$ cat src/rtl/hollywood_candidate_source_if.sv
// Beat stream from the candidate source into an unhash core.
interface hollywood_candidate_source_if;
  logic        out_valid;
  logic        out_ready;
  logic        out_channel;
  logic [15:0] out_data;

  modport master (
    output out_valid,
    output out_channel,
    output out_data,
    input  out_ready
  );

  modport slave (
    input  out_valid,
    input  out_channel,
    input  out_data,
    output out_ready
  );
endinterface

$ cat src/rtl/hollywood_candidate_source.sv
// Brute-force candidate generator: per candidate sends a clear (mgmt) beat, the
// candidate words, waits for the core compare, then samples the match flag.
module hollywood_candidate_source #(
  parameter int unsigned NUM_WORDS   = 2,
  parameter logic [7:0]  CHAR_MIN    = 8'h41,
  parameter logic [7:0]  CHAR_MAX    = 8'h5A,
  parameter int unsigned RESULT_WAIT = 2,
  parameter bit          STOP_ON_HIT = 1'b0
) (
  input  logic                          clk,
  input  logic                          reset,
  input  logic                          start,
  input  logic                          stop,
  hollywood_candidate_source_if.master  stream,
  input  logic                          match_in,
  output logic                          hit_valid,
  output logic [16*NUM_WORDS-1:0]       hit_data,
  output logic                          busy,
  output logic                          done,
  output logic [31:0]                   cand_count
);

  localparam int unsigned NumChars = 2 * NUM_WORDS;
  localparam int unsigned IdxW     = (NUM_WORDS > 1) ? $clog2(NUM_WORDS) : 1;
  localparam int unsigned WaitW    = $clog2(RESULT_WAIT);

  typedef enum logic [2:0] {StIdle, StMgmt, StData, StWait, StCheck, StDone} state_e;

  state_e                     state_q, state_d;
  logic [NumChars-1:0][7:0]   chars_q, chars_d;
  logic [IdxW-1:0]            idx_q, idx_d;
  logic [WaitW-1:0]           wait_q, wait_d;
  logic [31:0]                count_q, count_d;
  logic                       stop_pend_q, stop_pend_d;

  logic                       valid, channel, hit, carry, exhausted, stop_req;
  logic [15:0]                data;
  logic [16*NUM_WORDS-1:0]    cand;

  // Char c[i] sits at bits [8i+7:8i], so word k = {c[2k+1], c[2k]} falls out directly.
  assign cand     = chars_q;
  // A stop seen while a beat was stalled is remembered until that beat goes out.
  assign stop_req = stop | stop_pend_q;

  assign stream.out_valid   = valid;
  assign stream.out_channel = channel;
  assign stream.out_data    = data;
  assign hit_valid          = hit;
  assign hit_data           = hit ? cand : '0;
  assign cand_count         = count_q;

  // Space is exhausted when every char position sits at CHAR_MAX.
  always_comb begin
    exhausted = 1'b1;
    for (int i = 0; i < NumChars; i++) begin
      if (chars_q[i] != CHAR_MAX) exhausted = 1'b0;
    end
  end

  // Next-state, odometer and output decode.
  always_comb begin
    state_d     = state_q;
    chars_d     = chars_q;
    idx_d       = idx_q;
    wait_d      = wait_q;
    count_d     = count_q;
    stop_pend_d = stop_pend_q;
    valid       = 1'b0;
    channel     = 1'b0;
    data        = 16'h0000;
    hit         = 1'b0;
    done        = 1'b0;
    busy        = 1'b1;
    carry       = 1'b1;
    unique case (state_q)
      StIdle: begin
        busy = 1'b0;
        if (start) begin
          state_d     = StMgmt;
          chars_d     = {NumChars{CHAR_MIN}};
          count_d     = '0;
          stop_pend_d = 1'b0;
        end
      end
      StMgmt: begin
        valid   = 1'b1;
        channel = 1'b1;
        if (stream.out_ready) begin
          if (stop_req) begin
            state_d = StDone;
          end else begin
            state_d = StData;
            idx_d   = '0;
          end
        end else if (stop) begin
          stop_pend_d = 1'b1;
        end
      end
      StData: begin
        valid = 1'b1;
        data  = cand[{idx_q, 4'b0000} +: 16];
        if (stream.out_ready) begin
          if (stop_req) begin
            state_d = StDone;
          end else if (idx_q == IdxW'(NUM_WORDS - 1)) begin
            state_d = StWait;
            wait_d  = '0;
          end else begin
            idx_d = idx_q + IdxW'(1);
          end
        end else if (stop) begin
          stop_pend_d = 1'b1;
        end
      end
      StWait: begin
        if (stop_req) begin
          state_d = StDone;
        end else if (wait_q == WaitW'(RESULT_WAIT - 1)) begin
          state_d = StCheck;
        end else begin
          wait_d = wait_q + WaitW'(1);
        end
      end
      StCheck: begin
        if (stop_req) begin
          state_d = StDone;
        end else begin
          if (count_q != '1) count_d = count_q + 32'd1;
          hit = match_in;
          if (exhausted || (match_in && STOP_ON_HIT)) begin
            state_d = StDone;
          end else begin
            state_d = StMgmt;
            // Odometer step, c[0] fastest.
            for (int i = 0; i < NumChars; i++) begin
              if (carry) begin
                if (chars_q[i] == CHAR_MAX) begin
                  chars_d[i] = CHAR_MIN;
                end else begin
                  chars_d[i] = chars_q[i] + 8'd1;
                  carry      = 1'b0;
                end
              end
            end
          end
        end
      end
      StDone: begin
        busy        = 1'b0;
        done        = 1'b1;
        stop_pend_d = 1'b0;
        state_d     = StIdle;
      end
      default: state_d = StIdle;
    endcase
  end

  // State registers; reset drops any in-flight beat.
  always_ff @(posedge clk or posedge reset) begin
    if (reset) begin
      state_q     <= StIdle;
      chars_q     <= {NumChars{CHAR_MIN}};
      idx_q       <= '0;
      wait_q      <= '0;
      count_q     <= '0;
      stop_pend_q <= 1'b0;
    end else begin
      state_q     <= state_d;
      chars_q     <= chars_d;
      idx_q       <= idx_d;
      wait_q      <= wait_d;
      count_q     <= count_d;
      stop_pend_q <= stop_pend_d;
    end
  end

endmodule

$ cat src/flat_wrapper.sv
// flat-port wrapper written by rule: the top's interface ports become plain ports
module hollywood_candidate_source_flat 
#(
  parameter int unsigned NUM_WORDS   = 2,
  parameter logic [7:0]  CHAR_MIN    = 8'h41,
  parameter logic [7:0]  CHAR_MAX    = 8'h5A,
  parameter int unsigned RESULT_WAIT = 2,
  parameter bit          STOP_ON_HIT = 1'b0
)
  (clk, reset, start, stop, match_in, hit_valid, hit_data, busy, done, cand_count, stream_out_valid, stream_out_channel, stream_out_data, stream_out_ready);
  hollywood_candidate_source_if stream_i ();
  input  logic clk;
  input  logic reset;
  input  logic start;
  input  logic stop;
  input  logic match_in;
  output logic hit_valid;
  output logic [16*NUM_WORDS-1:0] hit_data;
  output logic busy;
  output logic done;
  output logic [31:0] cand_count;
  output wire logic [$bits(stream_i.out_valid)-1:0] stream_out_valid;
  output wire logic [$bits(stream_i.out_channel)-1:0] stream_out_channel;
  output wire logic [$bits(stream_i.out_data)-1:0] stream_out_data;
  input wire logic [$bits(stream_i.out_ready)-1:0] stream_out_ready;
  assign stream_out_valid = stream_i.out_valid;
  assign stream_out_channel = stream_i.out_channel;
  assign stream_out_data = stream_i.out_data;
  assign stream_i.out_ready = stream_out_ready;
  hollywood_candidate_source #(.NUM_WORDS(NUM_WORDS), .CHAR_MIN(CHAR_MIN), .CHAR_MAX(CHAR_MAX), .RESULT_WAIT(RESULT_WAIT), .STOP_ON_HIT(STOP_ON_HIT)) u_core (.clk(clk), .reset(reset), .start(start), .stop(stop), .stream(stream_i), .match_in(match_in), .hit_valid(hit_valid), .hit_data(hit_data), .busy(busy), .done(done), .cand_count(cand_count));
endmodule
$ cat config.mk
export PLATFORM = sky130hd
export DESIGN_NAME = hollywood_candidate_source_flat
export DESIGN_NICKNAME = d
export VERILOG_FILES = /design/src/rtl/hollywood_candidate_source_if.sv /design/src/rtl/hollywood_candidate_source.sv /design/src/flat_wrapper.sv
export SDC_FILE = /design/constraint.sdc
export NUM_CORES = 1
export LEC_CHECK = 0
export ABC_AREA = 0
export BUFFER_PORTS_ARGS = -buffer_cell sky130_fd_sc_hd__clkbuf_2
export CORE_MARGIN = 2
export CORE_UTILIZATION = 40
export DETAILED_ROUTE_END_ITERATION = 16
export PLACE_DENSITY = 0.62
export REMOVE_ABC_BUFFERS = 1
export SYNTH_ARGS = -nofsm -noshare
export SYNTH_HDL_FRONTEND = slang
export SYNTH_SLANG_ARGS = --single-unit
$ cat constraint.sdc
create_clock -name clk -period 6.4 [get_ports clk]
set_input_delay 0.64 -clock clk [delete_from_list [all_inputs] [get_ports clk]]
set_output_delay 0.64 -clock clk [all_outputs]
set_load 0.1 [all_outputs]
Word-level counts from Yosys, hierarchy flattened
Cells that the tools add are included.
{"block": "word_totals", "regBits": 70, "latchBits": 0, "ramBits": 0, "romBits": 0, "in_bits": 6, "output_inout_bits": 85, "elab_cells": 133, "memories": 0}
{"block": "op_classes", "n_addsub": 7, "multipliers": 0, "n_div": 0, "magnitude_cmp": 0, "eq_ne": 31, "shift": 1, "n_mux": 68, "bitwise_logic": 1, "reduce_logical": 16}
{"cell": "2-to-1 mux 32 bit", "count": 7}
{"cell": "case mux 32 bit (2 select lines)", "count": 2}
{"cell": "2-to-1 mux 8 bit", "count": 7}
{"cell": "2-to-1 mux 1 bit", "count": 37}
{"cell": "adder 32 x 1 -> 32 bit, second input constant", "count": 1}
{"cell": "adder 8 x 1 -> 8 bit, second input constant", "count": 4}
{"cell": "== test 8 x 7 -> 1 bit, second input constant", "count": 4}
{"cell": "inequality test 32 bit, second input constant", "count": 1}
{"cell": "inequality test 8 x 7 -> 1 bit, second input constant", "count": 4}
{"cell": "variable part select 32 x 6 -> 16 bit", "count": 1}
{"cell": "2-to-1 mux 3 bit", "count": 10}
{"cell": "AND reduction 5 bit", "count": 6}
{"cell": "inequality test 2 bit, second input constant", "count": 9}
{"cell": "2-to-1 mux 16 bit", "count": 1}
{"cell": "case mux 3 bit (5 select lines)", "count": 1}
{"cell": "inequality test 2 x 1 -> 1 bit, second input constant", "count": 6}
{"cell": "AND reduction 4 bit", "count": 3}
{"cell": "== test 3 x 2 -> 1 bit, second input constant", "count": 2}
{"cell": "== test 3 bit, second input constant", "count": 2}
{"cell": "inequality test 3 x 1 -> 1 bit, second input constant", "count": 2}
{"cell": "nonzero test 2 bit", "count": 3}
{"cell": "case mux 1 bit (2 select lines)", "count": 2}
{"cell": "OR reduction 2 bit", "count": 2}
{"cell": "== test 3 x 1 -> 1 bit, second input constant", "count": 1}
{"cell": "5 further kinds", "count": 6}

Depth between registers and ports, before layout
{"block": "logic_depth", "depth_word": 20, "ltp_mapped": 8, "ltp_nobuf": 7}

Worst setup path before layout
OpenSTA, ideal clock, no wires.
{"block": "synth_timing", "path_kind": "register to output", "startpoint": "register u_core.state_q[2]", "endpoint": "output hit_data[22]", "arrival_ns": 3.165, "required_time_ns": 5.760, "slack_ns": 2.595, "stages_incl_launch_ff": 7, "path_buffers": 3, "path_cell_list": "dfrtp_1 > buf_2 > nor3b_1 > clkbuf_1 > and3_1 > clkbuf_1 > and2_1"}
{"block": "synth_between", "elab_chain_cells": 3}
{"item": "start, declared", "line_no": "hollywood_candidate_source.sv:29", "source": "state_e state_q, state_d;"}
{"item": "start signal, assigned", "line_no": "hollywood_candidate_source.sv:161", "source": "state_q <= StIdle;"}
{"item": "start signal, assigned", "line_no": "hollywood_candidate_source.sv:168", "source": "state_q <= state_d;"}
{"item": "== test 3 bit", "line_no": "hollywood_candidate_source.sv:75", "source": "unique case (state_q)"}
{"item": "2-to-1 mux 1 bit", "line_no": "hollywood_candidate_source.sv:75"}
{"item": "via hit_valid", "line_no": "flat_wrapper.sv:17", "source": "output logic hit_valid;"}
{"item": "2-to-1 mux 32 bit", "line_no": "hollywood_candidate_source.sv:49", "source": "assign hit_data = hit ? cand : '0;"}
{"item": "end, declared", "line_no": "flat_wrapper.sv:18", "source": "output logic [16*NUM_WORDS-1:0] hit_data;"}
The timed path passes the listed nets, and every way through them passes these cells.

Final worst setup path
{"block": "layout_timing", "startpoint": "register u_core.stop_pend_q", "endpoint": "output hit_data[14]"}
{"block": "layout_between", "elab_chain_cells": 4}
{"item": "start, declared", "line_no": "hollywood_candidate_source.sv:34", "source": "logic stop_pend_q, stop_pend_d;"}
{"item": "start signal, assigned", "line_no": "hollywood_candidate_source.sv:173", "source": "stop_pend_q <= stop_pend_d;"}
{"item": "bitwise OR 1 bit", "line_no": "hollywood_candidate_source.sv:43", "source": "assign stop_req = stop | stop_pend_q;"}
{"item": "2-to-1 mux 1 bit", "line_no": "hollywood_candidate_source.sv:125", "source": "if (stop_req) begin"}
{"item": "2-to-1 mux 1 bit", "line_no": "hollywood_candidate_source.sv:75"}
{"item": "2-to-1 mux 32 bit", "line_no": "hollywood_candidate_source.sv:49"}
Every way passes these cells.

==> impl_metrics.toml <==
[clocking]
h-tree-depth = 3
cts.clk_slew.worst_paths_ns = 0.06
root_buffer = "clkbuf_16"
cts_tree = "built"
post_cts_resized = 0
cts_hold_buf = 0
cts_buffer_depth = 2
clock_sinks = 70
cts_setup_buffers = 0
clk_latency_ns = 0.34
cts-buffers-inserted = 9

[routing]
drt-vias-per-instance = 5.837
routed_wl_mm = 12.76
ant_nets = 0
wl_per_cell_um = 16.55
first_pass_iters = 5
drc = 0
drtIter0Drc = 208
vias = 4500

[logic_synthesis]
yosys.area_share.simple_pct = 30.38
synth.distinct_cells = 66
netlist_top_cells_count = "dfrtp_1, nor2_1, nand2_1"
synthMuxAreaShare_pct = 5.990
synth_top_cell_area_share_pct = 33.31
postSynthAreaPerCell_um2 = 8.563
synth_top_family_by_area = "simple AND/OR/NAND/NOR gates"
synth_xor_area_share_pct = 1.880
synth-compound-area-share_pct = 17.35
yosysWarnings = 0
synth_most_common_cell = "dfrtp_1"
ys_ff_latch = 70
synth.area.top_cells = "dfrtp_1, and2_1, mux2i_1"
seq_area_frac_synth_pct = 37.82
synthAdderAreaFrac_pct = 2.632
synthesis.area_um2 = 4658
synthCells = 544
synthArstFlopShare_pct = 100.0
yosys.area.top_type = "dfrtp_1"
synthFlopType = "dfrtp_1"
synth_edf_count = 0

[power_and_ir_drop]
combPwrFrac_pct = 39.6
ir_drop_mv = 0.1713
pwr-share-seq_pct = 35.7
powerDensity_nw_per_um2 = 340.5
p_int_uw = 984.6
p_switching_uw = 885.0
finalPower_uw = 1870
pwr-share-clk_pct = 24.8
cellLeakagePower_uw = 0.002395
swShare_pct = 47.34

[final_layout]
layout-drive-gt1-share_pct = 22.93
area_delta_synth_final_pct = 17.86
postLayoutCoreUtil_pct = 48.29
nets = 638
regArea_um2 = 1762
multi_input_area_um2 = 2718
n_antenna_cell = 0
num-fill-cells = 1075

[timing]
tightest_slew_ns = 1.053
drv_slew = 0
setup_slack_ns = 3.032
hold_viol_final = 0
finalCriticalPeriod_ns = 3.368
tns_ns = 0
fin_skew_ns = 0.006975
fmax_mhz = 296.9
setup_viol = 0
hold-worst-slack_ns = 0.5109
max_slew_margin_pct = 29.83
final.period_utilization_pct = 52.63
rsz0062_at_grt = "false"

[worst_setup_path]
rr_startpoint = "u_core.state_q[1]"
end_kind = "primary output"
cp.required_ns = 5.76
slowest_delay_ns = 0.82
r2r_cells = 5
critPathTopFamily = "simple AND/OR/NAND/NOR gates"
critPathKind = "reg2out"
critPathLaunchType = "register"
cp_slowest_cell = "and3_1"
timing.reg2reg.setup_slack_ns = 3.49
r2r-end = "u_core.cand[22]"
worstPathCellList = "nor2_1 -> and3_1 -> and2_2 -> clkbuf_2"
critical_path_arrival_ns = 2.73
cp_max_fo = 33
cp.depth = 4
critPathBufInv = 1

[floorplanning]
initial_core_util_pct = 40.97
fp.dieArea_um2 = 12530
chipHeight_um = 111.9
io_pins = 91
rows = 39
die_x_um = 111.9
core_um2 = 11370

[grt]
grt-ovfl-total = 0
grt_pass1_wl_mm = 21.25
grt_max_degree = 71
grt_use_total_pct = 20.65
antenna_found_initial = 0
grt_pass1_vias = 4292

[job]
maxCapViolCount = 0

[placed_design]
hpwl_mm = 9.114
gp_congestion = 0.8896
dp_slack_ns = 3.109
port_buffers = 90

[outcome]
status = "completed"

[hold_path]
hold_path_end = "u_core.wait_q"
worst_hold_startpoint = "u_core.wait_q"
holdCritPathClass = "reg2reg"
worstHoldPathCells = 1
## layer usage
layer,track usage (%),wire length (um),up-vias
met2,34.14,6130,158
met1,26.89,5586,2168
met4,6.584,152,0
met5,0,0,-
met3,4.790,888,18
li1,-,-,2156
## kinds of logic (layout without fill, tap and decap cells)
logic type      count (synthesis)  count (layout)
simple gates                  262             262
compound gates                120             120
flops                          70              70
buf+inv                        45             129
mux                            27              27
fa+ha+maj                      10              10
xor+xnor                       10              10
## worst register-to-register path, stage by stage (launching register included)
cell     delay (ns)
dfrtp_1        0.58
or3b_1         0.79
a31o_2         0.37
nor4_1         0.68
nand4_1        0.17
a22o_1         0.26
## worst max path at each step
stage                                  start      endpoint
after floorplan            u_core.state_q[1]   hit_data[0]
after global placement                  stop  hit_data[14]
after detailed placement                stop  hit_data[14]
after CTS                 u_core.stop_pend_q  hit_data[14]
after global routing      u_core.stop_pend_q  hit_data[14]
final                     u_core.stop_pend_q  hit_data[14]
## placed cells by master (no fill, tap or decap), types with 8 or more instances in the layout
cell type / Yosys / routed
clkbuf_16: 0 / 9
and2_1: 37 / 37
o21a_1: 9 / 9
nor3_1: 16 / 16
nand2_1: 43 / 43
ha_1: 9 / 9
a21oi_1: 21 / 21
clkbuf_2: 2 / 90
dfrtp_1: 62 / 62
a31oi_1: 14 / 14
o21ai_0: 36 / 36
or3_1: 12 / 12
nor2_1: 53 / 53
nor4_1: 10 / 10
nand4_1: 15 / 15
mux2i_1: 23 / 23
dfstp_2: 8 / 8
inv_1: 18 / 17
nand3_1: 34 / 34
## power by group through the flow
stage / combinational (uW) / sequential (uW) / clock [uW]
after floorplan: 550 / 662 / 0
after detailed placement: 740 / 671 / 0
final: 740 / 667 / 463
after global placement: 726 / 666 / 0
after CTS: 742 / 664 / 472
after global routing: 801 / 683 / 496
## registers in the layout, summed over array words and instances, names as in the netlist
register / count
u_core.wait_q: 1
u_core.idx_q: 1
u_core.cand_count: 32
u_core.state_q: 3
u_core.cand: 32
u_core.stop_pend_q: 1
## per-stage QoR
| step | instance area, um2 | cells |
|---|---|---|
| after global routing | 5490 | 771 |
| after floorplan | 4542 | 517 |
| after detailed placement | 5214 | 755 |
| after global placement | 5214 | 755 |
| final | 5490 | 771 |
| after CTS | 5490 | 771 |
## layout make-up
class	count	area share (%)
multi-input combinational	429	49.50
tap	143	3.259
timing repair buffer	95	8.888
sequential	70	32.09
inverter	18	1.231
clock inverter	6	0.6837
clock buffer	10	4.353
Note: power is estimated with default switching activity, not from simulation.
